===== src/rtl/biu_bus_arbiter_pkg.sv =====
// Shared definitions for the BIU bus arbiter: FSM state encoding, BIU op codes
// and the default abort timeout.
package biu_arb_pkg;

    typedef enum logic [1:0] {
        ST_IDLE    = 2'd0,
        ST_BUSY    = 2'd1,
        ST_WAITREL = 2'd2,
        ST_DONE    = 2'd3
    } arb_state_e;

    localparam logic [1:0] OP_FETCH = 2'b00;
    localparam logic [1:0] OP_LDST  = 2'b01;

    localparam int unsigned TIMEOUT_CYC_DEF = 15;

endpackage


===== src/rtl/biu_bus_arbiter_rr_pick.sv =====
// Combinational round-robin picker: first set request after 'last', modulo NREQ.
// Returns a one-hot winner, its binary index and a found flag.
module rr_pick #(
    parameter int unsigned NREQ = 3,
    parameter int unsigned IDW  = 2
) (
    input  logic [NREQ-1:0] req,
    input  logic [IDW-1:0]  last,
    output logic [NREQ-1:0] onehot,
    output logic [IDW-1:0]  idx,
    output logic            found
);

    int unsigned cand;

    // Offsets 1..NREQ visit last+1 first and last itself at the very end.
    always_comb begin
        onehot = '0;
        idx    = '0;
        found  = 1'b0;
        cand   = 0;
        for (int unsigned k = 1; k <= NREQ; k++) begin
            cand = (32'(last) + k) % NREQ;
            if (!found && req[cand]) begin
                found        = 1'b1;
                onehot[cand] = 1'b1;
                idx          = IDW'(cand);
            end
        end
    end

endmodule


===== src/rtl/biu_bus_arbiter.sv =====
// Round-robin arbiter sharing the single BIU between NREQ requesters; all outputs
// registered. Optional BUSY-state abort timeout enabled by macro ARB_TIMEOUT_EN.
module biu_bus_arbiter
    import biu_arb_pkg::*;
#(
    parameter int unsigned NREQ        = 3,
    parameter int unsigned IDW         = 2,
    parameter int unsigned TIMEOUT_CYC = TIMEOUT_CYC_DEF
) (
    input  logic              clk,
    input  logic              rst,
    input  logic [NREQ-1:0]   req,
    input  logic [2*NREQ-1:0] op,
    input  logic              ready_bus,
    output logic              cs_biu,
    output logic [1:0]        sel_biu,
    output logic [NREQ-1:0]   gnt,
    output logic [IDW-1:0]    gnt_id,
    output logic              busy,
    output logic [NREQ-1:0]   done,
    output logic              err
);

    arb_state_e      state_q, state_d;
    logic [IDW-1:0]  last_q, last_d;
    logic [NREQ-1:0] gnt_q, gnt_d;
    logic [IDW-1:0]  gnt_id_q, gnt_id_d;
    logic [1:0]      sel_q, sel_d;
    logic            cs_q, cs_d;
    logic            busy_q, busy_d;
    logic [NREQ-1:0] done_q, done_d;
    logic            err_q, err_d;

    logic [NREQ-1:0] pick_onehot;
    logic [IDW-1:0]  pick_idx;
    logic            pick_found;
    logic [1:0]      pick_op;
    logic            timeout_hit;

    rr_pick #(.NREQ(NREQ), .IDW(IDW)) u_rr_pick (
        .req    (req),
        .last   (last_q),
        .onehot (pick_onehot),
        .idx    (pick_idx),
        .found  (pick_found)
    );

    always_comb begin
        pick_op = OP_FETCH;
        for (int unsigned i = 0; i < NREQ; i++) begin
            if (pick_onehot[i]) pick_op = op[2*i +: 2];
        end
    end

`ifdef ARB_TIMEOUT_EN
    localparam int unsigned CW = $clog2(TIMEOUT_CYC + 1);
    logic [CW-1:0] cnt_q, cnt_d;

    // Count reaches TIMEOUT_CYC on the edge that leaves BUSY.
    assign timeout_hit = (state_q == ST_BUSY) && !ready_bus && (cnt_q == CW'(TIMEOUT_CYC - 1));

    always_comb begin
        cnt_d = cnt_q;
        if (state_q == ST_IDLE) cnt_d = '0;
        else if (state_q == ST_BUSY && !ready_bus) cnt_d = cnt_q + 1'b1;
    end

    always_ff @(posedge clk or posedge rst) begin
        if (rst) cnt_q <= '0;
        else     cnt_q <= cnt_d;
    end
`else
    logic unused_timeout;
    assign unused_timeout = (TIMEOUT_CYC != 0);
    assign timeout_hit    = 1'b0;
`endif

    always_comb begin
        state_d  = state_q;
        last_d   = last_q;
        gnt_d    = gnt_q;
        gnt_id_d = gnt_id_q;
        sel_d    = sel_q;
        cs_d     = cs_q;
        busy_d   = busy_q;
        done_d   = '0;
        err_d    = 1'b0;
        unique case (state_q)
            ST_IDLE: begin
                if (pick_found) begin
                    state_d  = ST_BUSY;
                    gnt_d    = pick_onehot;
                    gnt_id_d = pick_idx;
                    sel_d    = pick_op;
                    cs_d     = 1'b1;
                    busy_d   = 1'b1;
                end
            end
            ST_BUSY: begin
                if (ready_bus) begin
                    state_d = ST_WAITREL;
                    cs_d    = 1'b0;
                end else if (timeout_hit) begin
                    state_d = ST_DONE;
                    cs_d    = 1'b0;
                    gnt_d   = '0;
                    busy_d  = 1'b0;
                    done_d  = gnt_q;
                    last_d  = gnt_id_q;
                    err_d   = 1'b1;
                end
            end
            ST_WAITREL: begin
                if (!ready_bus) begin
                    state_d = ST_DONE;
                    gnt_d   = '0;
                    busy_d  = 1'b0;
                    done_d  = gnt_q;
                    last_d  = gnt_id_q;
                end
            end
            ST_DONE: begin
                state_d = ST_IDLE;
            end
            default: state_d = ST_IDLE;
        endcase
    end

    always_ff @(posedge clk or posedge rst) begin
        if (rst) begin
            state_q  <= ST_IDLE;
            last_q   <= IDW'(NREQ - 1);
            gnt_q    <= '0;
            gnt_id_q <= '0;
            sel_q    <= OP_FETCH;
            cs_q     <= 1'b0;
            busy_q   <= 1'b0;
            done_q   <= '0;
            err_q    <= 1'b0;
        end else begin
            state_q  <= state_d;
            last_q   <= last_d;
            gnt_q    <= gnt_d;
            gnt_id_q <= gnt_id_d;
            sel_q    <= sel_d;
            cs_q     <= cs_d;
            busy_q   <= busy_d;
            done_q   <= done_d;
            err_q    <= err_d;
        end
    end

    assign cs_biu  = cs_q;
    assign sel_biu = sel_q;
    assign gnt     = gnt_q;
    assign gnt_id  = gnt_id_q;
    assign busy    = busy_q;
    assign done    = done_q;
    assign err     = err_q;

endmodule


===== config.mk =====
export PLATFORM = sky130hd
export DESIGN_NAME = biu_bus_arbiter
export DESIGN_NICKNAME = d
export VERILOG_FILES = /design/src/rtl/biu_bus_arbiter_pkg.sv /design/src/rtl/biu_bus_arbiter_rr_pick.sv /design/src/rtl/biu_bus_arbiter.sv
export SDC_FILE = /design/constraint.sdc
export NUM_CORES = 1
export LEC_CHECK = 0
export CAP_MARGIN = 20
export CORE_UTILIZATION = 30
export DETAILED_ROUTE_END_ITERATION = 8
export GPL_TIMING_DRIVEN = 0
export PLACE_DENSITY_LB_ADDON = 0.3
export SLEW_MARGIN = 10
export SYNTH_ARGS = -nofsm -noshare
export SYNTH_HDL_FRONTEND = slang
export SYNTH_SLANG_ARGS = --single-unit

===== constraint.sdc =====
create_clock -name clk -period 2.12 [get_ports clk]
set_input_delay 0.212 -clock clk [delete_from_list [all_inputs] [get_ports clk]]
set_output_delay 0.212 -clock clk [all_outputs]
set_load 0.005 [all_outputs]

### After elaboration in Yosys (flattened, before gate mapping)

Index checks and enable logic that the tools add are counted.

| word-level totals | value |
|---|---|
| register bits | 16 |
| input bits | 12 |
| output and inout port bits | 13 |
| word-level logic and storage cells | 82 |

| cells by class | value |
|---|---|
| add/subtract/negate cells | 3 |
| divide/modulo/power cells | 3 |
| $lt $le $gt $ge | 6 |
| eq/ne operators | 6 |
| multiplexer cells | 38 |
| bitwise gates (word level) | 3 |
| reductions and logical operators | 15 |

Operators with widths:

| operator | number |
|---|---|
| $ge A32 B1 Y1 const B | 3 |
| $lt A32 B3 Y1 const B | 3 |
| $mod A32 B2 Y32 const B | 3 |
| $mux W3 | 7 |
| $mux W2 | 9 |
| $mux W1 | 12 |
| $reduce_and A3 Y1 | 3 |
| $pmux W2 S4 | 1 |
| $add A2 B2 Y3 const B | 2 |
| $bmux W1 S2 | 3 |
| $demux W1 S2 | 3 |
| $ne A2 B2 Y1 const B | 3 |
| $or A3 B3 Y3 | 2 |
| $pmux W3 S2 | 1 |
| $logic_and A1 B1 Y1 | 5 |
| $eq A2 B2 Y1 const B | 2 |
| $pmux W1 S2 | 2 |
| $reduce_and A2 Y1 | 2 |
| $reduce_bool A2 Y1 | 2 |
| $add A2 B1 Y3 const B | 1 |
| $eq A2 B1 Y1 const B | 1 |
| $logic_not A1 Y1 | 2 |
| $logic_not A2 Y1 | 1 |
| $not A1 Y1 | 1 |

### Longest topological paths before layout

| depth | value |
|---|---|
| word-level depth | 14 |
| depth in mapped cells | 9 |
| gate-level depth less buffers | 8 |

### By module

From an unflattened synthesis, not the netlist that was laid out.

| second synthesis, totals | value |
|---|---|
| cells, all modules | 110 |
| area total of the unflattened synthesis | 1077.3 um^2 |

Modules (own cells, without submodules):

| module | instances | cells an instance | area each (um^2) |
|---|---|---|---|
| biu_bus_arbiter | 1 | 70 | 795.8 |
| rr_pick | 1 | 40 | 281.5 |

### Worst setup path after synthesis

Ideal clock, no wire load.

| timing | value |
|---|---|
| kind | reg-to-reg |
| start point | reg last_q[1] |
| end point | reg state_q[1] |
| library setup time | 128 ps |
| arrival | 1978 ps |
| data required time | 1992 ps |
| slack | 15 ps |
| cell stages (with the launch flop) | 9 |
| path buffers | 0 |
| path through | dfstp_2 inv_1 ha_1 nand2b_1 and3_1 o211ai_1 o21ai_1 a21oi_1 mux2_1 |

| on the way | value |
|---|---|
| cells in the longest elaborated chain, start to end | 13 |
| elaborated cells on any way between the ends | 21 |

RTL lines:

| element | RTL line | source |
|---|---|---|
| from (decl) | biu_bus_arbiter.sv:25 | `logic [IDW-1:0] last_q, last_d;` |
| from (signal assigned) | biu_bus_arbiter.sv:132 | `last_q <= IDW'(NREQ - 1);` |
| from (signal assigned) | biu_bus_arbiter.sv:142 | `last_q <= last_d;` |
| $add A2 B1 Y3 | biu_bus_arbiter_rr_pick.sv:23 | `cand = (32'(last) + k) % NREQ;` |
| $mod A32 B2 Y32 | biu_bus_arbiter_rr_pick.sv:23 |  |
| $bmux W1 S2 | biu_bus_arbiter_rr_pick.sv:24 | `if (!found && req[cand]) begin` |
| $mux W1 (implied by the code) | biu_bus_arbiter_rr_pick.sv:24 |  |
| $mux W1 | biu_bus_arbiter_rr_pick.sv:24 |  |
| $logic_not A1 Y1 | biu_bus_arbiter_rr_pick.sv:24 |  |
| $logic_and A1 B1 Y1 | biu_bus_arbiter_rr_pick.sv:24 |  |
| $mux W1 | biu_bus_arbiter_rr_pick.sv:24 |  |
| $logic_not A1 Y1 | biu_bus_arbiter_rr_pick.sv:24 |  |
| $logic_and A1 B1 Y1 | biu_bus_arbiter_rr_pick.sv:24 |  |
| $mux W1 (*) | biu_bus_arbiter_rr_pick.sv:24 |  |
| $ne A2 B2 Y1 (no line) (*) | -- |  |
| $reduce_and A3 Y1 (no line) (*) | -- |  |
| to (signal assigned) | biu_bus_arbiter.sv:141 | `state_q <= state_d;` |
| to (decl) | biu_bus_arbiter.sv:24 | `arb_state_e state_q, state_d;` |

Mark *: on every way between the ends. The rest lies on a longest branch, timed or not. The select of a mux whose other input is x is not followed.
A chain may end at the register's enable or synchronous reset.

### Worst setup path in the final report

| timing | value |
|---|---|
| start point | reg last_q[1] |
| end point | reg sel_q[0], in the netlist sel_biu[0] |

| on the way | value |
|---|---|
| cells in the longest elaborated chain, start to end | 14 |
| elaborated cells on any way between the ends | 43 |

RTL lines:

| element | RTL line | source |
|---|---|---|
| $add A2 B1 Y3 | biu_bus_arbiter_rr_pick.sv:23 |  |
| $mod A32 B2 Y32 | biu_bus_arbiter_rr_pick.sv:23 |  |
| $ge A32 B1 Y1 (implied by the code), or another cell as far along | biu_bus_arbiter_rr_pick.sv:26 | `onehot[cand] = 1'b1;` |
| $logic_and A1 B1 Y1 (implied by the code) or $mux W1 (tied branches) | biu_bus_arbiter_rr_pick.sv:26, biu_bus_arbiter_rr_pick.sv:24 |  |
| $mux W1, on equally long branches | biu_bus_arbiter_rr_pick.sv:26, biu_bus_arbiter_rr_pick.sv:24 |  |
| $demux W1 S2 or $logic_not A1 Y1 (tied branches) | -- |  |
| $mux W3 or $logic_and A1 B1 Y1 (tied branches) | biu_bus_arbiter_rr_pick.sv:24 |  |
| $or A3 B3 Y3 (no line) or $mux W1 (tied branches) | -- |  |
| $mux W3 or $logic_not A1 Y1 (tied branches) | biu_bus_arbiter_rr_pick.sv:24 |  |
| $or A3 B3 Y3 (no line) or $logic_and A1 B1 Y1 (tied branches) | -- |  |
| $mux W3 | biu_bus_arbiter_rr_pick.sv:24 |  |
| $mux W2 (3 in a row) | biu_bus_arbiter.sv:51 | `if (pick_onehot[i]) pick_op = op[2*i +: 2];` |
| to (signal assigned) | biu_bus_arbiter.sv:145 | `sel_q <= sel_d;` |
| to (decl) | biu_bus_arbiter.sv:28 | `logic [1:0] sel_q, sel_d;` |

Several ways; a longest one is shown, not always the timed one. The select of a mux whose other input is x is not followed.

==> reports/metrics.yaml <==
grt_pass1_wl_um: 3970
port_buffers: 22
holdWs_ns: 0.282
place_congestion: 0.754
fmax_ghz: 0.452
p_per_area_nw_per_um2: 1450
insertion_delay_ns: 0.29
areaGrowthSynthToFinish_pct: 53.1
slew_violations: 0
grt_overflow_total: 0
worstPathArrival_ns: 2.40
drive_above_1_share_pct: 35.9
critPathCaptureType: "register"
grt_start_max_net_pins: 17
ant_nets: 0
synth_fp_nets: 131
clock_skew_ns: 0.00342
rows: 21
rsz0062_at_grt: "true"
status: "finished with violations"
cts_root_buffer: "clkbuf_4"
use_met2_pct: 22.6
worst_pin_slew_ns: 0.616
path_class: "register to register"
finalNonFillerCells: 199
critPathMaxFanout: 6
grt_usage_pct: 14.1
grt.met3_usage_pct: 1.45
setup_slack_ns: -0.0943
ys_types: 41
drv_cap: 0
num_io_pins: 25
dp_hpwl_um: 1730
period_minus_slack_ns: 2.21
required_ns: 2.31
final_util_pct: 48.5
hold_violations: 0
avgSynthCellArea_um2: 9.67
first_pass_iters: 4
avgViaCountPerCell: 4.99
finish.net_count: 174
use_met1_pct: 19.4
synth-seq-cells: 16
yosysWarnings: 0
period_share_pct: 104
ir_drop_v: 0.000495
drc: 0
via_count: 994
antenna_found_initial: 0
cts_buffers: 3
wl_um: 2550
r2r.worst_path.cells: 8
cts_tree: "built"
maxSlewHeadroom_pct: 58.9
final_common_cell: "clkdlybuf4s50_1"
cts-htree-levels: 1
die_x_um: 61.8
synth_cells: 111
synthesis.area_um2: 1070
fill_cells: 317
violations: "setup timing"
crit_path_start_kind: "register"
p_leak_nw: 0.704
grt_pass1_vias: 859
cts_buffer_depth: 2
fp.coreArea_um2: 3390
ys_seq_area_share_pct: 37.4
drt_iter0_markers: 25
path_clk_slew_ns: 0.10
worstHoldPathType: "input pin to asynchronous set/reset pin"
clock-sinks: 16
holdBufCountCts: 0
drt-wirelength-per-cell_um: 12.8
busiest_layer: "met2"
fp.dieH_um: 61.8
initial_core_util_pct: 31.7
n_antenna_cell: 0
die_area_um2: 3820
dp_cells: 179
final_cell_mix: "clkdlybuf4s50_1 (22), buf_4 (18), dfrtp_1 (15), nand2_1 (9), inv_1 (8)"
setup_viol: 4
## worst paths after layout
| kind | to | slack (ns) | from |
|---|---|---|---|
| worst max-delay path | sel_biu[0] | -0.09 | last_q[1] |
| worst min-delay path | gnt[1] | 0.28 | rst |
| worst max register to register | sel_biu[0] | -0.09 | last_q[1] |
| worst min register to register | busy | 0.49 | busy |
| max in group asynchronous | state_q[0] | 1.44 | rst |
| min in group clk | sel_biu[0] | 0.48 | op[2] |
## what timing repair did
action,in CTS,in global routing
endpoints found under the setup margin,8,8
pin swaps,7,10
buffers inserted,6,11
resized for setup,18,15
hold endpoints to repair,0,0
gates cloned,0,0
## cells by family after synthesis
kind of cell	count (synthesis)	synth area share, %
other cells	1	0.349
mux	4	3.85
flops	16	37.4
simple gates	31	15.7
compound gates	36	27.4
buf+inv	15	5.94
fa+ha+maj	8	9.32
## layout make-up
class | count | area [um2] | area share (%)
Multi-Input combinational cell | 80 | 733 | 44.6
Sequential cell | 16 | 402 | 24.4
Timing Repair Buffer | 38 | 340 | 20.7
Tap cell | 46 | 57.6 | 3.50
Inverter | 11 | 43.8 | 2.66
Clock buffer | 4 | 36.3 | 2.21
Buffer | 4 | 31.3 | 1.90
## registers in the layout (all words and copies together) (netlist names)
| signal | cells |
|---|---|
| last_q | 2 |
| gnt | 3 |
| gnt_id | 2 |
| sel_biu | 2 |
| state_q | 2 |
| done | 3 |
| busy | 1 |
| cs_biu | 1 |
## Yosys cell counts (all sizes together)
master | number | area [um2]
o221ai | 2 | 17.5
o2111a | 1 | 11.3
nor3b | 1 | 12.5
a211oi | 2 | 32.5
mux2i | 3 | 30.0
a22o | 5 | 43.8
a311oi | 2 | 17.5
a21oi | 3 | 15.0
conb | 1 | 3.75
nand2b | 2 | 12.5
a221oi | 1 | 8.76
a32oi | 1 | 8.76
nor2b | 4 | 25.0
nand4b | 1 | 8.76
and3 | 1 | 6.26
o31ai | 2 | 33.8
o21a | 1 | 7.51
o32a | 1 | 10.0
nand3b | 2 | 15.0
o2111ai | 1 | 8.76
a21o | 1 | 7.51
dfrtp | 15 | 375
o22ai | 2 | 12.5
nand2 | 10 | 40.0
buf | 4 | 22.5
nand3 | 3 | 15.0
and2 | 3 | 18.8
o211ai | 1 | 7.51
o21ai | 9 | 45.0
mux2 | 1 | 11.3
a31oi | 1 | 6.26
nor2 | 4 | 15.0
dfstp | 1 | 26.3
inv | 11 | 41.3
ha | 8 | 100
## per-stage QoR
stage | setup TNS, ns | total power [mW] | area [um2] | setup WS, ns
global route | -0.846 | 2.57 | 1640 | -0.199
detailed placement | -0.880 | 1.69 | 1350 | -0.254
global placement | -0.574 | 1.66 | 1350 | -0.209
floorplan | 0 | 1.33 | 1070 | 0.0147
CTS | -0.0444 | 2.12 | 1510 | -0.0249
finish | -0.277 | 2.39 | 1640 | -0.0943
## power breakdown
| part | total [mW] | internal, mW | leakage [nW] | switching (mW) |
|---|---|---|---|---|
| Clock | 0.208 | 0.105 | 0.0210 | 0.103 |
| Combinational | 1.66 | 0.875 | 0.482 | 0.788 |
| Sequential | 0.514 | 0.431 | 0.201 | 0.0836 |
| Total | 2.39 | 1.41 | 0.704 | 0.975 |
## critical path, stage by stage (launching register included)
cell and delay, ns:
dfstp_2 0.59, inv_4 0.05, ha_4 0.18, a22o_4 0.23, a211oi_4 0.30, nor2_2 0.08
o31ai_4 0.37, nor3b_2 0.25, a211oi_2 0.05
## layer usage
layer  share of wire, %  vias to the layer above
li1                   -                      485
met1                 45                      475
met2                 50                       29
met3                3.4                        5
met4                1.7                        0
met5                  0                        -
(Power assumes the default switching activity.)
